## config.mk

```make
export PLATFORM = sky130hd
export DESIGN_NAME = ex_muldiv_flat
export DESIGN_NICKNAME = d
export VERILOG_FILES = /design/src/rtl/ex_muldiv_if.sv /design/src/rtl/ex_muldiv.sv /design/src/flat_wrapper.sv
export SDC_FILE = /design/constraint.sdc
export NUM_CORES = 1
export LEC_CHECK = 0
export CAP_MARGIN = 0
export CORE_ASPECT_RATIO = 2
export CORE_UTILIZATION = 40
export CTS_BUF_LIST = sky130_fd_sc_hd__clkbuf_8
export CTS_CLUSTER_SIZE = 14
export DETAILED_ROUTE_END_ITERATION = 8
export SETUP_SLACK_MARGIN = 0.1
export SYNTH_ARGS = -nofsm -noshare
export SYNTH_HDL_FRONTEND = slang
export SYNTH_SLANG_ARGS = --single-unit
```

## constraint.sdc

```tcl
create_clock -name clk -period 7.1 [get_ports clk]
set_input_delay 1.775 -clock clk [delete_from_list [all_inputs] [get_ports clk]]
set_output_delay 1.775 -clock clk [all_outputs]
set_load 0.01 [all_outputs]
```

## src/rtl/ex_muldiv_if.sv

```systemverilog
// Multiply/divide unit bus: operation request, HI/LO move-to writes, flush and results.
interface ex_muldiv_if #(
  parameter int unsigned WIDTH = 32
) ();
  logic             start;
  logic [1:0]       op;
  logic [WIDTH-1:0] src_a;
  logic [WIDTH-1:0] src_b;
  logic             mthi;
  logic             mtlo;
  logic             flush;
  logic             busy;
  logic             done;
  logic [WIDTH-1:0] hi;
  logic [WIDTH-1:0] lo;

  modport master (
    output start, op, src_a, src_b, mthi, mtlo, flush,
    input  busy, done, hi, lo
  );

  modport slave (
    input  start, op, src_a, src_b, mthi, mtlo, flush,
    output busy, done, hi, lo
  );
endinterface

```

## src/rtl/ex_muldiv.sv

```systemverilog
// Iterative MIPS-style multiply/divide unit with HI/LO registers.
// One radix-2 step per cycle on operand magnitudes, sign fix-up in a final cycle.
module ex_muldiv #(
  parameter int unsigned WIDTH = 32
) (
  input  logic       clk,
  input  logic       rst_n,
  ex_muldiv_if.slave bus
);
  localparam int unsigned CntW = $clog2(WIDTH + 1);
  localparam int unsigned AccW = 2 * WIDTH;

  typedef enum logic [1:0] {StIdle, StRun, StFix} state_e;

  state_e            state_q, state_d;
  logic [CntW-1:0]   cnt_q, cnt_d;
  logic              is_div_q, is_div_d;
  logic [WIDTH-1:0]  a_raw_q, a_raw_d;    // dividend as issued, for divide-by-zero HI
  logic [WIDTH-1:0]  b_mag_q, b_mag_d;
  logic              q_neg_q, q_neg_d;    // product/quotient sign
  logic              r_neg_q, r_neg_d;    // remainder sign (dividend sign)
  logic [AccW-1:0]   acc_q, acc_d;        // mul: {partial, multiplier}; div: {rem, quo}
  logic [WIDTH-1:0]  hi_q, hi_d;
  logic [WIDTH-1:0]  lo_q, lo_d;
  logic              done_q, done_d;

  logic              op_signed, a_neg, b_neg;
  logic [WIDTH-1:0]  a_mag, b_mag;
  logic [WIDTH-1:0]  mul_addend;
  logic [WIDTH:0]    mul_sum;
  logic [WIDTH:0]    rem_sh, rem_diff;
  logic              rem_ge;
  logic [AccW-1:0]   prod_s;
  logic [WIDTH-1:0]  quo_s, rem_s;

  // Operand sign/magnitude decode and datapath step/fix-up arithmetic
  always_comb begin
    op_signed  = ~bus.op[0];
    a_neg      = op_signed & bus.src_a[WIDTH-1];
    b_neg      = op_signed & bus.src_b[WIDTH-1];
    a_mag      = a_neg ? -bus.src_a : bus.src_a;
    b_mag      = b_neg ? -bus.src_b : bus.src_b;
    mul_addend = acc_q[0] ? b_mag_q : '0;
    mul_sum    = {1'b0, acc_q[AccW-1:WIDTH]} + {1'b0, mul_addend};
    rem_sh     = acc_q[AccW-1:WIDTH-1];
    rem_ge     = rem_sh >= {1'b0, b_mag_q};
    rem_diff   = rem_sh - {1'b0, b_mag_q};
    prod_s     = q_neg_q ? -acc_q : acc_q;
    quo_s      = q_neg_q ? -acc_q[WIDTH-1:0] : acc_q[WIDTH-1:0];
    rem_s      = r_neg_q ? -acc_q[AccW-1:WIDTH] : acc_q[AccW-1:WIDTH];
  end

  // Next-state: issue, iterate, fix up, plus HI/LO move-to writes and flush
  always_comb begin
    state_d  = state_q;
    cnt_d    = cnt_q;
    is_div_d = is_div_q;
    a_raw_d  = a_raw_q;
    b_mag_d  = b_mag_q;
    q_neg_d  = q_neg_q;
    r_neg_d  = r_neg_q;
    acc_d    = acc_q;
    hi_d     = hi_q;
    lo_d     = lo_q;
    done_d   = 1'b0;

    unique case (state_q)
      StIdle: begin
        if (!bus.flush) begin
          if (bus.start) begin
            state_d  = StRun;
            cnt_d    = CntW'(WIDTH);
            is_div_d = bus.op[1];
            a_raw_d  = bus.src_a;
            b_mag_d  = b_mag;
            q_neg_d  = a_neg ^ b_neg;
            r_neg_d  = a_neg;
            acc_d    = {{WIDTH{1'b0}}, a_mag};
          end else begin
            if (bus.mthi) hi_d = bus.src_a;
            if (bus.mtlo) lo_d = bus.src_a;
          end
        end
      end
      StRun: begin
        if (bus.flush) begin
          state_d = StIdle;
          cnt_d   = '0;
        end else begin
          if (is_div_q) begin
            // Restoring step: the dropped top bit of rem_diff is always zero here
            acc_d = rem_ge ? AccW'({rem_diff, acc_q[WIDTH-2:0], 1'b1})
                           : {acc_q[AccW-2:0], 1'b0};
          end else begin
            acc_d = {mul_sum, acc_q[WIDTH-1:1]};
          end
          cnt_d = cnt_q - CntW'(1);
          if (cnt_q == CntW'(1)) state_d = StFix;
        end
      end
      StFix: begin
        state_d = StIdle;
        if (!bus.flush) begin
          done_d = 1'b1;
          if (!is_div_q) begin
            {hi_d, lo_d} = prod_s;
          end else if (b_mag_q == '0) begin
            hi_d = a_raw_q;
            lo_d = '1;
          end else begin
            // Most-negative / -1 falls out of the magnitude path as {0, most-negative}
            hi_d = rem_s;
            lo_d = quo_s;
          end
        end
      end
      default: state_d = StIdle;
    endcase
  end

  // State and datapath registers, asynchronously cleared
  always_ff @(posedge clk or negedge rst_n) begin
    if (!rst_n) begin
      state_q  <= StIdle;
      cnt_q    <= '0;
      is_div_q <= 1'b0;
      a_raw_q  <= '0;
      b_mag_q  <= '0;
      q_neg_q  <= 1'b0;
      r_neg_q  <= 1'b0;
      acc_q    <= '0;
      hi_q     <= '0;
      lo_q     <= '0;
      done_q   <= 1'b0;
    end else begin
      state_q  <= state_d;
      cnt_q    <= cnt_d;
      is_div_q <= is_div_d;
      a_raw_q  <= a_raw_d;
      b_mag_q  <= b_mag_d;
      q_neg_q  <= q_neg_d;
      r_neg_q  <= r_neg_d;
      acc_q    <= acc_d;
      hi_q     <= hi_d;
      lo_q     <= lo_d;
      done_q   <= done_d;
    end
  end

  assign bus.busy = (state_q != StIdle);
  assign bus.done = done_q;
  assign bus.hi   = hi_q;
  assign bus.lo   = lo_q;
endmodule

```

## src/flat_wrapper.sv

```systemverilog
// flat-port wrapper written by rule: the top's interface ports become plain ports
module ex_muldiv_flat 
#(
  parameter int unsigned WIDTH = 32
)
  (clk, rst_n, bus_start, bus_op, bus_src_a, bus_src_b, bus_mthi, bus_mtlo, bus_flush, bus_busy, bus_done, bus_hi, bus_lo);
  ex_muldiv_if #(.WIDTH(WIDTH)) bus_i ();
  input  logic clk;
  input  logic rst_n;
  input wire logic [$bits(bus_i.start)-1:0] bus_start;
  input wire logic [$bits(bus_i.op)-1:0] bus_op;
  input wire logic [$bits(bus_i.src_a)-1:0] bus_src_a;
  input wire logic [$bits(bus_i.src_b)-1:0] bus_src_b;
  input wire logic [$bits(bus_i.mthi)-1:0] bus_mthi;
  input wire logic [$bits(bus_i.mtlo)-1:0] bus_mtlo;
  input wire logic [$bits(bus_i.flush)-1:0] bus_flush;
  output wire logic [$bits(bus_i.busy)-1:0] bus_busy;
  output wire logic [$bits(bus_i.done)-1:0] bus_done;
  output wire logic [$bits(bus_i.hi)-1:0] bus_hi;
  output wire logic [$bits(bus_i.lo)-1:0] bus_lo;
  assign bus_i.start = bus_start;
  assign bus_i.op = bus_op;
  assign bus_i.src_a = bus_src_a;
  assign bus_i.src_b = bus_src_b;
  assign bus_i.mthi = bus_mthi;
  assign bus_i.mtlo = bus_mtlo;
  assign bus_i.flush = bus_flush;
  assign bus_busy = bus_i.busy;
  assign bus_done = bus_i.done;
  assign bus_hi = bus_i.hi;
  assign bus_lo = bus_i.lo;
  ex_muldiv #(.WIDTH(WIDTH)) u_core (.clk(clk), .rst_n(rst_n), .bus(bus_i));
endmodule
```

==> results of run 1 <==
[routing by layer]
| metal | global-route usage | part of all wire | up-vias | wire (um) |
|---|---|---|---|---|
| met1 | 0.262 | 0.35 | 7362 | 19800 |
| met3 | 0.0214 | 0.033 | 146 | 1860 |
| li1 | - | - | 7733 | - |
| met4 | 0.158 | 0.060 | 0 | 3410 |
| met2 | 0.532 | 0.56 | 455 | 31500 |
| met5 | 0 | 0 | - | 0 |
[synthesized netlist by cell type (all sizes together), types with 6 or more instances]
library cell / number / area share
dfrtp: 204 / 0.31
or2: 13 / 0.0050
buf: 22 / 0.0062
xor2: 97 / 0.051
clkbuf: 126 / 0.029
nand2b: 20 / 0.0080
o21ai: 265 / 0.080
or4: 12 / 0.0056
o221ai: 8 / 0.0042
a211oi: 26 / 0.012
a22oi: 15 / 0.0068
nor3: 35 / 0.011
mux2i: 41 / 0.025
or3: 19 / 0.0071
a221oi: 6 / 0.0035
o21a: 19 / 0.0086
xnor2: 103 / 0.054
and2: 8 / 0.0030
ha: 70 / 0.053
o41ai: 16 / 0.010
a21o: 30 / 0.014
and3: 7 / 0.0026
o211ai: 17 / 0.0080
nand2: 328 / 0.074
o22ai: 31 / 0.012
nor2: 196 / 0.044
nor4: 28 / 0.016
a31oi: 15 / 0.0056
a21oi: 152 / 0.046
nand4: 17 / 0.0077
nor2b: 12 / 0.0045
inv: 74 / 0.017
nand3: 27 / 0.0081
o31ai: 31 / 0.014
[worst max path at each step]
stage                       from            endpoint  slack (ps)  cells past startpoint
finish              bus_src_b[1]  u_core.b_mag_q[29]        2480                     10
global route        bus_src_b[1]  u_core.b_mag_q[29]        2170                     10
CTS                 bus_src_b[1]  u_core.b_mag_q[29]        2430                     10
detailed placement  bus_src_b[1]  u_core.b_mag_q[29]        1850                     10
global placement    bus_src_b[1]  u_core.b_mag_q[29]        1830                     10
floorplan           bus_src_a[9]    u_core.acc_q[31]        3130                      9
[report_power, final]
part	internal (mW)	switching [mW]	total, mW
Combinational	2.13	2.90	5.03
Sequential	1.68	0.748	2.43
Clock	0.544	0.538	1.08
Total	4.36	4.19	8.55
[state kept, by name (all words and copies together), names as in the netlist, 2 cells and up]
signal	flops
u_core.state_q	2
u_core.a_raw_q	32
u_core.cnt_q	6
u_core.acc_q	64
u_core.bus.hi	32
u_core.bus.lo	32
u_core.b_mag_q	32
[kinds of logic (layout without fill, tap and decap cells)]
family,after synthesis,in the layout
AND/OR/NAND/NOR,739,739
AO/OA/AOI/OAI,676,676
buffers and inverters,222,296
flip-flops,204,204
XOR/XNOR,200,200
adder cells (fa/ha/maj),72,72
multiplexers,44,44
other,0,1
[placed cells by master (no fill, tap or decap), drive strengths merged, types with 9 or more instances in the layout]
master,instances
a211oi,26
a21o,30
a21oi,152
a22oi,15
a31oi,15
buf,24
clkbuf,40
clkdlybuf4s50,136
clkinv,9
dfrtp,204
ha,70
inv,84
mux2i,41
nand2,328
nand2b,20
nand3,27
nand4,17
nor2,196
nor2b,12
nor3,35
nor4,28
o211ai,17
o21a,19
o21ai,265
o22ai,31
o31ai,31
o41ai,16
or2,13
or3,19
or4,12
xnor2,103
xor2,97
[worst max-delay path, delay by kind of cell]
family,cells,cell delay [ps]
XOR/XNOR,1,160
AND/OR/NAND/NOR,7,2580
AO/OA/AOI/OAI,1,80
buffers and inverters,1,460
[layout make-up]
cell class	count	area, sq um
fillers	4173	22000
multi-input cells	1731	10700
flip-flops and latches	204	5110
repair buffers	161	1560
well taps	535	669
clock buffers	39	537
inverters	74	278
clock inverters	22	133
diodes	1	2.50
==> impl_metrics.csv, run 1 <==
group,metric,value,unit
drt,wl_per_cell,20.4,um
clocking,cts_tree,"done",
floorplanning,die_h,290,um
timing,finalSetupTns,0,ps
drt,final_antenna_net_count,0,
floorplanning,io_pins,138,
synthesis,synth_mux_area_frac,0.0267,
synthesis,synth_top_family_by_area,"compound AO/OA/AOI/OAI gates",
placed_design,dp_hpwl,44400,um
synthesis,seq_area_frac_synth,0.307,
pwr,total_power,8.55,mW
final_layout,nets,2350,
worst_setup_path,cpPeakStageDelay,870,ps
worst_setup_path,crit_path_max_fanout,5,
timing,setup_ws,2480,ps
min_path,holdPathStages,2,
drt,vias,15696,
drt,routed_wl,56500,um
drt,first_iter_violations,785,
clocking,cts.clk_slew.worst_paths,60,ps
final_layout,syn_to_final_growth,14.2,%
drt,drc,0,
clocking,ctsHoldBuffers,0,
grt,overflow,0,
worst_setup_path,cp-start-kind,"primary input",
synthesis,ys_ff_latch,204,
grt,first_global_vias,15788,
worst_setup_path,critPathKind,"primary input to flip-flop",
synthesis,syn-cell-area,0.0166,sq mm
pwr,leakage,8.11,nW
floorplanning,die_w,146,um
pwr,power.density,450,mW/mm^2
timing,setup_viol,0,
clocking,insertion_delay,590,ps
synthesis,syn_avg_cell_area,7.71,sq um
clocking,cts_buffers,34,
synthesis,synth_xor_xnor_area_share,0.105,
final_layout,drive_above_1_share,0.0565,
final_layout,design_area,0.0190,sq mm
clocking,clk_path_buf_depth,3,
floorplanning,dieArea,0.0424,sq mm
min_path,hold_path_class,"flip-flop to flip-flop",
final_layout,stdcell_count,2767,
worst_setup_path,crit_slowest_cell,"nor4_1",
timing,maxSlewHeadroom,0.212,
min_path,hold-path-endpoint,"u_core.bus.lo[8]",
clocking,post_cts_buffers,0,
synthesis,yosys_warnings,0,
timing,holdWs,477,ps
timing,fmax,0.216,GHz
worst_setup_path,path_cells,"clkdlybuf4s50_1 -> nor4_1 -> nand4_1 -> nor2_1 -> nand2_1 -> nor4_1 -> nor4bb_1 -> nor2_1 -> xnor2_1 -> o21ai_0",
synthesis,synth_compound_area_frac,0.249,
worst_setup_path,timing.rr.end,"u_core.acc_q[61]",
synthesis,syn_nets,2301,
synthesis,synthSimpleGateAreaFrac,0.206,
clocking,cts_root_buf,"clkbuf_8",
clocking,htree_levels,2,
worst_setup_path,rr_worst_depth,13,
clocking,clkSinkCount,204,
grt,antenna_found_initial,1,
timing,skew,31.9,ps
worst_setup_path,r2r_setup_slack,2770,ps
synthesis,synth_ff_type,"dfrtp_1",
min_path,hold_start,"u_core.bus.lo[8]",
timing,period_share,0.651,
flow_run,drv_cap,0,
placed_design,placed_cells,2705,
grt,grtUsageTotal,0.267,
drt,viasPerCell,5.67,
floorplanning,initial_utilization,0.406,
drt,drt_first_pass_iters,5,
pwr,ir_worst_vdd,0.000230,V
grt,grt_max_degree,102,
clocking,cts_resized,0,
synthesis,ys_types,85,
timing,rsz0062_at_grt,"false",
worst_setup_path,cp.required,7530,ps
synthesis,syn_inst,2157,
placed_design,gp_congestion,0.939,
worst_setup_path,r2r_start,"u_core.acc_q[0]",
outcome,status,"finished clean",
worst_setup_path,worst-endpoint-arrival,5050,ps
timing,fin_crit,4620,ps
synthesis,synth_adder_area_share,0.0551,
synthesis,synthArstFlopShare,1.00,
timing,hold_violations,0,
final_layout,utilization,0.463,
timing,drv_slew,0,
grt,grt_pass1_wl,88200,um
placed_design,numPortBuffers,137,
floorplanning,fp-row-count,105,
placed_design,place_ws,1850,ps
synthesis,synth_edf_count,0,
floorplanning,design.core.area,0.0410,sq mm
worst_setup_path,cp-end-kind,"flip-flop",
placed_design,post_dp_cell_area,0.0183,sq mm
timing,worstMarginPinSlew,1180,ps
Note: power is estimated with default switching activity, not from simulation.
==> run 2: changes to the inputs <==
clock period = 4 ns   (was 7.1 ns; I/O delays follow)
==> impl_metrics.csv, run 2 (synthesis results as in run 1) <==
group,metric,value,unit
clocking,cts.clk_slew.worst_paths,80,ps
worst_setup_path,crit_path_max_fanout,3,
timing,rsz0062_at_grt,"false",
min_path,hold-path-endpoint,"u_core.bus.lo[6]",
floorplanning,io_pins,138,
final_layout,design_area,0.0199,sq mm
flow_run,drv_cap,0,
floorplanning,die_h,290,um
timing,period_share,0.916,
placed_design,numPortBuffers,137,
drt,final_antenna_net_count,0,
timing,finalSetupTns,0,ps
final_layout,syn_to_final_growth,19.7,%
final_layout,largest_reg_flops,64,
worst_setup_path,rr_worst_depth,13,
grt,grt_pass1_wl,91200,um
drt,first_iter_violations,888,
clocking,cts_buffers,35,
pwr,leakage,8.67,nW
floorplanning,design.core.area,0.0410,sq mm
final_layout,multi_input_area,0.0107,sq mm
outcome,status,"finished clean",
grt,first_global_vias,16488,
final_layout,drive_above_1_share,0.0977,
floorplanning,die_w,146,um
worst_setup_path,cp.required,4490,ps
drt,vias,16283,
clocking,cts_tree,"done",
drt,drt_first_pass_iters,5,
worst_setup_path,r2r_setup_slack,340,ps
min_path,holdPathStages,2,
worst_setup_path,cp-start-kind,"flip-flop",
grt,overflow,0,
placed_design,gp_congestion,0.944,
placed_design,dp_hpwl,46000,um
final_layout,nets,2452,
placed_design,post_dp_cell_area,0.0192,sq mm
timing,drv_slew,0,
timing,worstMarginPinSlew,1030,ps
grt,grtUsageTotal,0.275,
timing,setup_viol,0,
clocking,cts_root_buf,"clkbuf_8",
worst_setup_path,critPathKind,"flip-flop to flip-flop",
final_layout,final_cell_mix,"nand2_1, o21ai_0, dfrtp_1, nor2_1, a21oi_1",
worst_setup_path,timing.rr.end,"u_core.acc_q[60]",
timing,maxSlewHeadroom,0.310,
drt,wl_per_cell,20.2,um
clocking,cts_resized,0,
floorplanning,fp-row-count,105,
clocking,clk_path_buf_depth,3,
pwr,ir_worst_vdd,0.000290,V
drt,drc,0,
timing,fin_crit,3660,ps
timing,holdWs,473,ps
floorplanning,initial_utilization,0.406,
final_layout,final-seq-area,0.00511,sq mm
min_path,hold_start,"u_core.bus.lo[6]",
floorplanning,dieArea,0.0424,sq mm
grt,grt_max_degree,89,
timing,fmax,0.273,GHz
worst_setup_path,worst-endpoint-arrival,4160,ps
clocking,post_cts_buffers,0,
clocking,clkSinkCount,204,
final_layout,layout_commonest_cell,"nand2_1",
timing,skew,25.3,ps
worst_setup_path,r2r_start,"u_core.acc_q[31]",
clocking,insertion_delay,570,ps
clocking,htree_levels,2,
drt,routed_wl,57800,um
pwr,power.density,797,mW/mm^2
worst_setup_path,cp-end-kind,"flip-flop",
drt,viasPerCell,5.68,
timing,hold_violations,0,
clocking,ctsHoldBuffers,0,
final_layout,top_register,"u_core.acc_q",
grt,antenna_found_initial,1,
min_path,hold_path_class,"flip-flop to flip-flop",
final_layout,fillers,4163,
run 2: how the worst max path moves through the flow:
stage	cells after the start	to	slack, ps	startpoint
after global placement	9	u_core.acc_q[31]	80	bus_src_a[12]
after CTS	13	u_core.acc_q[60]	350	u_core.acc_q[31]
after floorplan	9	u_core.acc_q[31]	800	bus_src_a[9]
final	13	u_core.acc_q[60]	340	u_core.acc_q[31]
after detailed placement	9	u_core.acc_q[31]	30	bus_src_a[12]
after global routing	14	u_core.acc_q[62]	110	u_core.acc_q[31]
run 2: critical path: stages, from the launching register on:
cell,delay (ps)
dfrtp_1,380
inv_1,210
ha_1,240
inv_1,60
fa_1,390
a21o_1,180
and4_1,230
o2111ai_1,410
a31oi_1,250
a31oi_1,390
o21ai_0,250
nor4b_1,360
nor4_1,90
a21oi_1,140
run 2: per-layer routing:
| metal | up-vias | track usage | wire length (um) |
|---|---|---|---|
| met5 | - | 0 | 0 |
| met4 | 0 | 0.177 | 3900 |
| met3 | 172 | 0.0278 | 1910 |
| met2 | 440 | 0.539 | 31900 |
| met1 | 7730 | 0.267 | 20100 |
| li1 | 7941 | - | - |
run 2: area by class of cell:
type / count / area share
Clock buffer: 47 / 0.0325
Tap cell: 535 / 0.0336
Timing Repair Buffer: 262 / 0.120
Antenna cell: 1 / 0.000126
Multi-Input combinational cell: 1731 / 0.538
Inverter: 74 / 0.0140
Clock inverter: 15 / 0.00478
Sequential cell: 204 / 0.257
run 2: metrics by stage:
step	util	power [mW]	std cells	worst slack [ps]
floorplan	-	10.3	2157	802
global placement	0.467	13.6	2806	83.1
detailed placement	0.467	13.8	2806	30.5
CTS	0.486	15.9	2868	347
global route	0.486	17.1	2869	106
finish	0.486	15.9	2869	336
run 2: report_power, final:
| group | switching, mW | internal [mW] | total [mW] |
|---|---|---|---|
| Clock | 0.954 | 1.12 | 2.07 |
| Combinational | 5.50 | 4.20 | 9.70 |
| Sequential | 1.09 | 2.99 | 4.08 |
| Total | 7.54 | 8.31 | 15.9 |
